### config.mk
export PLATFORM = sky130hd
export DESIGN_NAME = fetch_stage
export DESIGN_NICKNAME = d
export VERILOG_FILES = /design/src/rtl/fetch_stage.sv
export SDC_FILE = /design/constraint.sdc
export NUM_CORES = 1
export LEC_CHECK = 0
export CAP_MARGIN = 30
export CORE_AREA = 2 2 115 117
export DETAILED_ROUTE_END_ITERATION = 12
export DIE_AREA = 0 0 117 119
export PLACE_DENSITY = 0.85
export SETUP_SLACK_MARGIN = 0.1
export SLEW_MARGIN = 20
export SYNTH_ARGS = -nofsm -noshare
export SYNTH_HDL_FRONTEND = slang
export SYNTH_SLANG_ARGS = --single-unit
### constraint.sdc
create_clock -name clk -period 2.3 [get_ports clk]
set_input_delay 0.46 -clock clk [delete_from_list [all_inputs] [get_ports clk]]
set_output_delay 0.46 -clock clk [all_outputs]
set_load 0.05 [all_outputs]
### src/rtl/fetch_stage.sv
// Instruction fetch stage: PC register, one-cycle IF/ID pipeline register and BOOT/RUN/HALTED control.
// Define FETCH_MISALIGN_CHK_EN to trap misaligned redirect targets instead of silently aligning them.
module fetch_stage #(
    parameter logic [31:0] RESET_PC = 32'h00000000,
    parameter logic [31:0] NOP_INST = 32'h00000013
) (
    input  logic        clk,
    input  logic        rst_n,
    input  logic        stall,
    input  logic        flush,
    input  logic        redirect,
    input  logic [31:0] redirect_pc,
    output logic [7:0]  imem_addr,
    input  logic [31:0] imem_data,
    output logic [31:0] ifid_inst,
    output logic [31:0] ifid_pc,
    output logic [31:0] ifid_pc4,
    output logic        ifid_valid,
    output logic        halted,
    output logic        misalign_err
);

    localparam logic [31:0] EBREAK_INST = 32'h00100073;

    typedef enum logic [1:0] {BOOT, RUN, HALTED} state_t;

    state_t      state, state_next;
    logic [31:0] pc, pc_next;
    logic [31:0] inst_next, ipc_next, ipc4_next;
    logic        valid_next;
    logic [31:0] pc_plus4;
    logic [31:0] redirect_target;

    assign pc_plus4        = pc + 32'd4;
    assign redirect_target = redirect_pc & 32'hFFFF_FFFC;
    assign imem_addr       = pc[9:2];
    assign halted          = (state == HALTED);

`ifdef FETCH_MISALIGN_CHK_EN
    logic err_q, err_next;
    assign misalign_err = err_q;
`else
    assign misalign_err = 1'b0;
`endif

    always_comb begin
        state_next = state;
        pc_next    = pc;
        inst_next  = ifid_inst;
        ipc_next   = ifid_pc;
        ipc4_next  = ifid_pc4;
        valid_next = ifid_valid;
`ifdef FETCH_MISALIGN_CHK_EN
        err_next   = err_q;
`endif
        case (state)
            BOOT: begin
                pc_next    = RESET_PC;
                inst_next  = NOP_INST;
                valid_next = 1'b0;
                state_next = RUN;
            end
            RUN: begin
                // Bubbles only replace the instruction and valid bit; the PC fields keep their last value
                if (redirect) begin
                    inst_next  = NOP_INST;
                    valid_next = 1'b0;
`ifdef FETCH_MISALIGN_CHK_EN
                    if (redirect_pc[1:0] != 2'b00) begin
                        err_next   = 1'b1;
                        state_next = HALTED;
                    end else begin
                        pc_next = redirect_target;
                    end
`else
                    pc_next = redirect_target;
`endif
                end else if (flush) begin
                    inst_next  = NOP_INST;
                    valid_next = 1'b0;
                    if (!stall)
                        pc_next = pc_plus4;
                end else if (!stall) begin
                    inst_next  = imem_data;
                    ipc_next   = pc;
                    ipc4_next  = pc_plus4;
                    valid_next = 1'b1;
                    pc_next    = pc_plus4;
                    if (imem_data == EBREAK_INST)
                        state_next = HALTED;
                end
            end
            HALTED: begin
                inst_next  = NOP_INST;
                valid_next = 1'b0;
            end
            default: begin
                state_next = BOOT;
            end
        endcase
    end

    always_ff @(posedge clk or negedge rst_n) begin
        if (!rst_n) begin
            state      <= BOOT;
            pc         <= RESET_PC;
            ifid_inst  <= NOP_INST;
            ifid_pc    <= 32'h0;
            ifid_pc4   <= 32'h0;
            ifid_valid <= 1'b0;
        end else begin
            state      <= state_next;
            pc         <= pc_next;
            ifid_inst  <= inst_next;
            ifid_pc    <= ipc_next;
            ifid_pc4   <= ipc4_next;
            ifid_valid <= valid_next;
        end
    end

`ifdef FETCH_MISALIGN_CHK_EN
    always_ff @(posedge clk or negedge rst_n) begin
        if (!rst_n)
            err_q <= 1'b0;
        else
            err_q <= err_next;
    end
`endif

endmodule

==> impl_summary.log, run 1 <==
[metrics] number of placement rows: 42
[metrics] signed area change from the synthesized netlist to the final layout: 44.3%
[metrics] die height: between 100 and 150 microns
[metrics] cell count after synthesis: just over 600
[metrics] mux contribution to synthesized area: 0.00423
[metrics] weighted congestion at the end of routability-driven global placement: around 0.9
[metrics] status: finished clean
[metrics] total I/O pin count: roughly 180
[metrics] GRT overflow: 0
[metrics] minimum setup slack in the final design: roughly 0.21 ns
[metrics] crit-path max cell delay: a little over 0.6 ns
[metrics] first-pass iteration count of the detailed router: 5
[metrics] NumNets Final: 854
[metrics] setup repair after global routing missed its margin: no
[metrics] area of all placed cells without fillers: 0.00854 sq mm
[metrics] insertion delay to the later sink of the worst-skew pair: ~0.42 ns
[metrics] via count of the first global-routing pass: roughly 5,400
[metrics] minimum setup slack after placement: -0.0333 ns
[metrics] Die Area: approximately 0.014 sq mm
[metrics] share of synthesized cell area in and, or, nand and nor gates: 0.202
[metrics] drt via density: around 5.5
[metrics] number of slew-limit violations in the final report: 0
[metrics] combinational family with the most area after synthesis: simple AND/OR/NAND/NOR gates
[metrics] CTS root buf: sky130_fd_sc_hd__clkbuf_16
[metrics] # H-tree levels: 4
[metrics] number of library cell types mapped by synthesis: 56
[metrics] leakage power summed over all cells: ~3.8 nW
[metrics] FF-to-FF setup slack: about 0.22 ns
[metrics] initial core utilization: 0.460
[metrics] most used flip-flop cell after synthesis: sky130_fd_sc_hd__dfrtp_1
[metrics] synthesized-area fraction occupied by xor and xnor cells: 0.0399
[metrics] fillers: 973
[metrics] adder and majority gate portion of the synthesized area: 0.00211
[metrics] core footprint: 0.0129 sq mm
[metrics] routed length per placed instance: between 15 and 20 microns
[metrics] worst min-delay path class: in2async
[metrics] CTS tree: yes
[metrics] number of antenna violations at the first check in global routing: 0
[metrics] Pwr per Cell Area: 900 mW/mm^2
[metrics] min cycle time layout: around 2.1 ns
[metrics] wire length of the first global-routing pass: about 27,000 microns
[metrics] Antenna Violating Nets Remaining: 0
[metrics] register bit count reported by yosys: roughly 130
[metrics] detailed router's first-iteration violation count: between 400 and 500
[metrics] synthesized-area fraction occupied by ao, oa, aoi and oai cells: 0.166
[metrics] gr usage total: 0.254
[metrics] slowest CP cell: sky130_fd_sc_hd__dfrtp_1
[metrics] data arrival time of the critical path: about 1.6 ns
[metrics] R2R Path Start: pc[3]$_DFFE_PN0P_
[metrics] worst path bufs/invs: 1
[metrics] synthesized cell area: around 0.006 sq mm
[metrics] worst rel slew slack: 0.537
[metrics] highest clock rate: roughly 480 MHz
[metrics] pin count of the biggest net entering global routing: 58
[metrics] clock transition at the registers of the reported paths: approximately 0.060 ns
[metrics] crit path max fanout: 12
[metrics] I/O Buffers: ~170
[metrics] die width: 117 microns
[metrics] HPWL Detailed: 12,000 microns
[metrics] Worst Setup Path Type: reg2out
[metrics] aggregate routed wire length: approximately 17,000 microns
[metrics] crit path capture type: output port
[metrics] number of flops mapped to enable cells by yosys: 0
[metrics] number of buffers created by CTS: 17
[metrics] DR DRC count: 0
[metrics] part of the cycle the worst path needs: 0.910
[metrics] count of final hold-check violations: 0
[metrics] required time at the endpoint of the critical path: approximately 1.8 ns
[metrics] final setup TNS: 0 ns
[metrics] Multi-input gate area: roughly 0.0025 sq mm
[metrics] transition time of the tightest slew-check pin: about 0.7 ns
[metrics] cell breakdown of the critical path: dlygate4sd2_1
[metrics] Async SR Flop Fraction: 1.00
[metrics] nature of the critical path startpoint: flop
[metrics] # Max-Cap Violations: 0
[metrics] quantity of hold-fixing buffers added after cts: 0
[metrics] final setup violating endpoints: 0
[metrics] FF/Latch Area: around 0.0031 sq mm
[metrics] Post-Route Skew: between 0.008 and 0.009 ns
[metrics] overall power consumption: a little under 8 mW
[metrics] family with the most delay on the worst path: flip-flops
[metrics] Max Root-Sink Buffers: 2
[metrics] total placed instance area: between 0.007 and 0.008 sq mm
[metrics] diodes inserted: 0
[metrics] sequential area share after synthesis: 0.529
[metrics] synthesized area divided by synthesized cell count: a little under 10 sq um
[metrics] worst ir drop on vdd: roughly 0.46 mV
[metrics] total of warnings raised by yosys: 0
[metrics] FF-to-FF path depth: 6
[metrics] fraction of layout cells with a size suffix above 1: 0.109
[metrics] total number of vias: 5,311
[metrics] reg2reg end: pc[22]$_DFFE_PN0P_
[metrics] TritonCTS Sinks: between 100 and 150
what timing repair did:
action                                  in CTS  in global routing
setup buffers                                0                  2
endpoints found under the setup margin       9                  8
resized for setup                            9                  3
pin swaps                                    0                  1
how the worst max path moves through the flow:
stage	from	end	slack, ns	cells after the start
final	pc[9]$_DFFE_PN0P_	imem_addr[7]	0.21	1
after global routing	pc[3]$_DFFE_PN0P_	pc[26]$_DFFE_PN0P_	0.13	7
after CTS	pc[2]$_DFFE_PN0P_	imem_addr[0]	0.13	2
after detailed placement	redirect	pc[28]$_DFFE_PN0P_	-0.03	5
after global placement	redirect	pc[24]$_DFFE_PN0P_	0.03	7
after floorplan	redirect	ifid_pc4[3]$_DFFE_PN0P_	0.54	8
synthesized netlist by cell type, types with 9 or more instances:
cell	count	share of area
sky130_fd_sc_hd__nand2_1	150	0.095
sky130_fd_sc_hd__dfrtp_1	122	0.52
sky130_fd_sc_hd__o21ai_0	68	0.057
sky130_fd_sc_hd__a22o_1	26	0.038
sky130_fd_sc_hd__clkbuf_1	25	0.016
sky130_fd_sc_hd__nor2_1	23	0.015
sky130_fd_sc_hd__buf_2	16	0.014
sky130_fd_sc_hd__a21oi_1	15	0.013
sky130_fd_sc_hd__xnor2_1	15	0.022
sky130_fd_sc_hd__buf_4	14	0.018
sky130_fd_sc_hd__a22oi_1	13	0.016
sky130_fd_sc_hd__nand3_1	12	0.010
sky130_fd_sc_hd__xor2_1	12	0.018
sky130_fd_sc_hd__inv_1	9	0.0057
sky130_fd_sc_hd__nand4_1	9	0.0095
worst register-to-register path, delay by kind of cell, from the launching register on:
kind | cells | cell delay [ns]
adders and majority gates | 1 | 0.27
and+or+nand+nor | 3 | 0.85
DFF | 1 | 0.43
AOI/OAI and AO/OA | 2 | 0.45
routing by layer:
metal | vias to the layer above | track usage | routed length [microns]
met5 | - | 0 | 0
met4 | 0 | 0.113 | 515
met3 | 42 | 0.0743 | 1130
met2 | 225 | 0.396 | 8180
met1 | 2568 | 0.327 | 6890
li1 | 2476 | - | -
where the power goes:
group	leakage, nW	internal [mW]	switching [mW]
registers	1.61	2.47	0.218
clock network	0.320	2.01	0.971
logic	1.87	0.703	1.32
per-stage QoR:
step	hold slack (ns)	util	cells
5_1_grt	0.0512	0.664	973
4_1_cts	0.0306	0.662	971
6_report	0.0285	0.664	973
3_5_place_dp	0.459	0.612	939
3_3_place_gp	0.453	0.612	939
2_1_floorplan	0.164	-	620
cell usage in the layout, fill, tap and decap left out, types with 3 or more instances in the layout:
cell type / synthesis / final
sky130_fd_sc_hd__and3_1: 6 / 6
sky130_fd_sc_hd__dfrtp_1: 122 / 122
sky130_fd_sc_hd__o22a_1: 3 / 3
sky130_fd_sc_hd__xor2_1: 12 / 12
sky130_fd_sc_hd__a21o_1: 3 / 3
sky130_fd_sc_hd__dlygate4sd2_1: 0 / 9
sky130_fd_sc_hd__nor4_1: 6 / 6
sky130_fd_sc_hd__bufinv_16: 0 / 5
sky130_fd_sc_hd__o31a_1: 3 / 3
sky130_fd_sc_hd__inv_1: 9 / 9
sky130_fd_sc_hd__or3_1: 4 / 3
sky130_fd_sc_hd__o21ai_0: 68 / 68
sky130_fd_sc_hd__a22o_1: 26 / 26
sky130_fd_sc_hd__xnor2_1: 15 / 15
sky130_fd_sc_hd__nor2_1: 23 / 23
sky130_fd_sc_hd__nand2_1: 150 / 150
sky130_fd_sc_hd__nand3_1: 12 / 12
sky130_fd_sc_hd__and4_1: 6 / 6
sky130_fd_sc_hd__conb_1: 1 / 5
sky130_fd_sc_hd__a21oi_1: 15 / 15
sky130_fd_sc_hd__a22oi_1: 13 / 13
sky130_fd_sc_hd__nor4_4: 3 / 3
sky130_fd_sc_hd__buf_12: 0 / 7
sky130_fd_sc_hd__o22ai_1: 3 / 3
sky130_fd_sc_hd__a32oi_1: 3 / 3
sky130_fd_sc_hd__clkbuf_16: 0 / 17
sky130_fd_sc_hd__clkdlybuf4s50_1: 0 / 155
sky130_fd_sc_hd__o2bb2ai_1: 3 / 3
sky130_fd_sc_hd__buf_4: 14 / 29
sky130_fd_sc_hd__nand4_1: 9 / 9
sky130_fd_sc_hd__clkbuf_8: 0 / 3
sky130_fd_sc_hd__dfstp_2: 3 / 3
flip-flops by register name, indices dropped and copies added (netlist names):
| name | flops |
|---|---|
| ifid_inst | 32 |
| ifid_pc4 | 30 |
| state | 2 |
| ifid_valid | 1 |
| pc | 30 |
| ifid_pc | 30 |
logic make-up (layout without fill, tap and decap cells):
kind of cell / Yosys count / after routing
compound gates: 152 / 152
buf+inv: 66 / 243
fa+ha+maj: 1 / 1
xor+xnor: 27 / 27
mux: 2 / 2
other cells: 1 / 5
flops: 125 / 125
simple gates: 242 / 242
layout make-up:
cell class | instances | area share
flip-flops and latches | 125 | 0.367
clock buffers | 22 | 0.0555
well taps | 176 | 0.0258
repair buffers | 202 | 0.236
clock inverters | 10 | 0.0217
multi-input cells | 429 | 0.291
inverters | 9 | 0.00395
Note: power is estimated with default switching activity, not from simulation.
==> run 2: changes to the inputs <==
--- a/config.mk
+++ b/config.mk
@@ -6,10 +6,10 @@
 export NUM_CORES = 1
 export LEC_CHECK = 0
 export CAP_MARGIN = 30
-export CORE_AREA = 2 2 115 117
+export CORE_AREA = 2 2 130 132
 export DETAILED_ROUTE_END_ITERATION = 12
-export DIE_AREA = 0 0 117 119
-export PLACE_DENSITY = 0.85
+export DIE_AREA = 0 0 132 134
+export PLACE_DENSITY = 0.7
 export SETUP_SLACK_MARGIN = 0.1
 export SLEW_MARGIN = 20
 export SYNTH_ARGS = -nofsm -noshare
==> run 2 against run 1 <==
Via count is 3.7% lower. Sequential cell count unchanged. Non-clock buffer count decreased by 3. Maximum frequency down 1.9%. Critical endpoint is now imem_addr[1]. Critical path depth unchanged. First-iteration DRC count is 22% lower. Routed wire length grew 0.50%. Final area is 1.3% lower. Clock skew down 0.00080 ns.
==> impl_summary.log, run 2 (synthesis gave the netlist of run 1 again) <==
[metrics] GR Util met3: 0.0450 (-0.0293)
[metrics] # Max-Cap Violations: 0 (unchanged)
[metrics] Worst Setup Path Type: reg2out
[metrics] crit-path max cell delay: 0.86 ns (+0.25 ns)
[metrics] TritonCTS Sinks: 125 (unchanged)
[metrics] commonest non-fill, non-tap cell in the layout: sky130_fd_sc_hd__clkdlybuf4s50_1
[metrics] Die Area: 0.0177 sq mm (+27%)
[metrics] part of the cycle the worst path needs: 0.928 (+0.0178)
[metrics] fraction of met1 tracks used by global routing: 0.268 (-0.0589)
[metrics] worst rel slew slack: 0.609 (+0.0726)
[metrics] Post-Route Skew: 0.00788 ns (-0.000798 ns)
[metrics] post-CTS setup buffers: 0 (unchanged)
[metrics] total I/O pin count: 176 (unchanged)
[metrics] crit path capture type: output port
[metrics] DR DRC count: 0 (unchanged)
[metrics] initial core utilization: 0.364 (-0.0964)
[metrics] gr usage total: 0.200 (-0.0536)
[metrics] core footprint: 0.0163 sq mm (+27%)
[metrics] insertion delay to the later sink of the worst-skew pair: 0.42 ns (about the same)
[metrics] diodes inserted: 0 (unchanged)
[metrics] signed area change from the synthesized netlist to the final layout: 42.4%
[metrics] required time at the endpoint of the critical path: 1.84 ns (about the same)
[metrics] CTS root buf: sky130_fd_sc_hd__clkbuf_16
[metrics] routed length per placed instance: 16.6 microns (-3.6%)
[metrics] HPWL Detailed: 11,900 microns (-1.3%)
[metrics] weighted congestion at the end of routability-driven global placement: 0.807 (-10%)
[metrics] overall power consumption: 7.17 mW (-6.7%)
[metrics] worst ir drop on vdd: 0.512 mV (+11%)
[metrics] detailed router's first-iteration violation count: 357 (-22%)
[metrics] family with the most delay on the worst path: buffers and inverters
[metrics] setup repair after global routing missed its margin: no
[metrics] min cycle time layout: 2.13 ns (+0.0410 ns)
[metrics] wire length of the first global-routing pass: 28,000 microns (+2.6%)
[metrics] first-pass iteration count of the detailed router: 5 (unchanged)
[metrics] I/O Buffers: 168 (unchanged)
[metrics] # H-tree levels: 4 (unchanged)
[metrics] leakage power summed over all cells: 3.72 nW (-1.9%)
[metrics] die height: 134 microns (+13%)
[metrics] Pwr per Cell Area: 850 mW/mm^2 (-5.5%)
[metrics] highest clock rate: 469 MHz (-1.9%)
[metrics] transition time of the tightest slew-check pin: 0.584 ns (-0.111 ns)
[metrics] die width: 132 microns (+13%)
[metrics] share of the core filled with cells: 0.518 (-0.146)
[metrics] total number of vias: 5,114 (-3.7%)
[metrics] aggregate routed wire length: 16,800 microns (+0.50%)
[metrics] max FFs per register: 32 (unchanged)
[metrics] data arrival time of the critical path: 1.67 ns (+0.04 ns)
[metrics] met2 track demand over resource in global routing: 0.322 (-0.0743)
[metrics] nature of the critical path startpoint: flop
[metrics] number of antenna violations at the first check in global routing: 0 (unchanged)
[metrics] register with the most flip-flops: ifid_inst
[metrics] pin count of the biggest net entering global routing: 51 (-12%)
[metrics] slowest CP cell: sky130_fd_sc_hd__clkdlybuf4s50_1
[metrics] number of slew-limit violations in the final report: 0 (unchanged)
[metrics] CTS tree: yes
[metrics] fraction of layout cells with a size suffix above 1: 0.102 (-0.00714)
[metrics] launching instance or port of the critical path: pc[3]$_DFFE_PN0P_
[metrics] status: finished clean
[metrics] minimum setup slack in the final design: 0.167 ns (-0.0410 ns)
[metrics] drt via density: 5.04 (-7.6%)
[metrics] worst min-delay path class: in2async
[metrics] layer with the highest usage after global routing: met2
[metrics] worst path bufs/invs: 1 (unchanged)
[metrics] via count of the first global-routing pass: 5,249 (-3.1%)
[metrics] number of buffers created by CTS: 17 (unchanged)
[metrics] GRT overflow: 0 (unchanged)
[metrics] number of placement rows: 47 (+12%)
[metrics] commonest cells after routing, fill and taps aside: sky130_fd_sc_hd__clkdlybuf4s50_1 (157), sky130_fd_sc_hd__nand2_1 (150), sky130_fd_sc_hd__dfrtp_1 (122), sky130_fd_sc_hd__o21ai_0 (68), sky130_fd_sc_hd__buf_4 (28)
[metrics] NumNets Final: 851 (-0.35%)
[metrics] cell breakdown of the critical path: clkdlybuf4s50_1
[metrics] clock transition at the registers of the reported paths: 0.06 ns (about the same)
[metrics] Antenna Violating Nets Remaining: 0 (unchanged)
[metrics] R2R Path Start: pc[6]$_DFFE_PN0P_
[metrics] Max Root-Sink Buffers: 2 (unchanged)
[metrics] crit path max fanout: 5 (-7)
[metrics] minimum setup slack after placement: -0.0242 ns (+0.00912 ns)
[metrics] count of final hold-check violations: 0 (unchanged)
[metrics] final setup violating endpoints: 0 (unchanged)
run 2: area by class of cell:
class,instances,area [sq um]
clock buffers,24,482
clock inverters,8,65.1
fillers,1516,7850
inverters,9,33.8
multi-input cells,429,2480
flip-flops and latches,125,3130
well taps,220,275
repair buffers,199,1960
run 2: per-stage QoR:
step | setup TNS, ns | std cells | instance area, sq um | hold WS (ns)
global placement | -0.0612 | 982 | 7900 | 0.452
global route | 0 | 1014 | 8440 | 0.0597
finish | 0 | 1014 | 8440 | 0.0288
detailed placement | -0.184 | 982 | 7900 | 0.460
CTS | 0 | 1014 | 8430 | 0.0383
floorplan | 0 | 620 | 5940 | 0.164
run 2: worst paths after layout:
| check | end | slack [ns] | cells past startpoint |
|---|---|---|---|
| worst max-delay path | imem_addr[1] | 0.17 | 1 |
| worst min-delay path | ifid_inst[15]$_DFFE_PN0P_ | 0.03 | 1 |
| worst max register to register | pc[29]$_DFFE_PN0P_ | 0.35 | 6 |
| worst min register to register | ifid_pc[11]$_DFFE_PN0P_ | 0.47 | 2 |
| max in group asynchronous | ifid_inst[4]$_DFFE_PN1P_ | 1.57 | 2 |
| min in group clk | ifid_pc[11]$_DFFE_PN0P_ | 0.47 | 2 |
run 2: what timing repair did:
item / 4_1_cts / 5_1_grt
setup endpoints to repair: 8 / 1
resized for setup: 8 / 1
hold buffers: 0 / 0
run 2: metal layers:
layer,share of wire,vias to the layer above
met1,0.46,2514
met3,0.037,16
met5,0,-
li1,-,2465
met4,0.017,0
met2,0.48,119
run 2: report_power, final:
part	total, mW	switching, mW	internal, mW	leakage, nW
sequential	2.68	0.212	2.47	1.61
combinational	2.00	1.31	0.693	1.84
clock	2.49	0.934	1.56	0.277
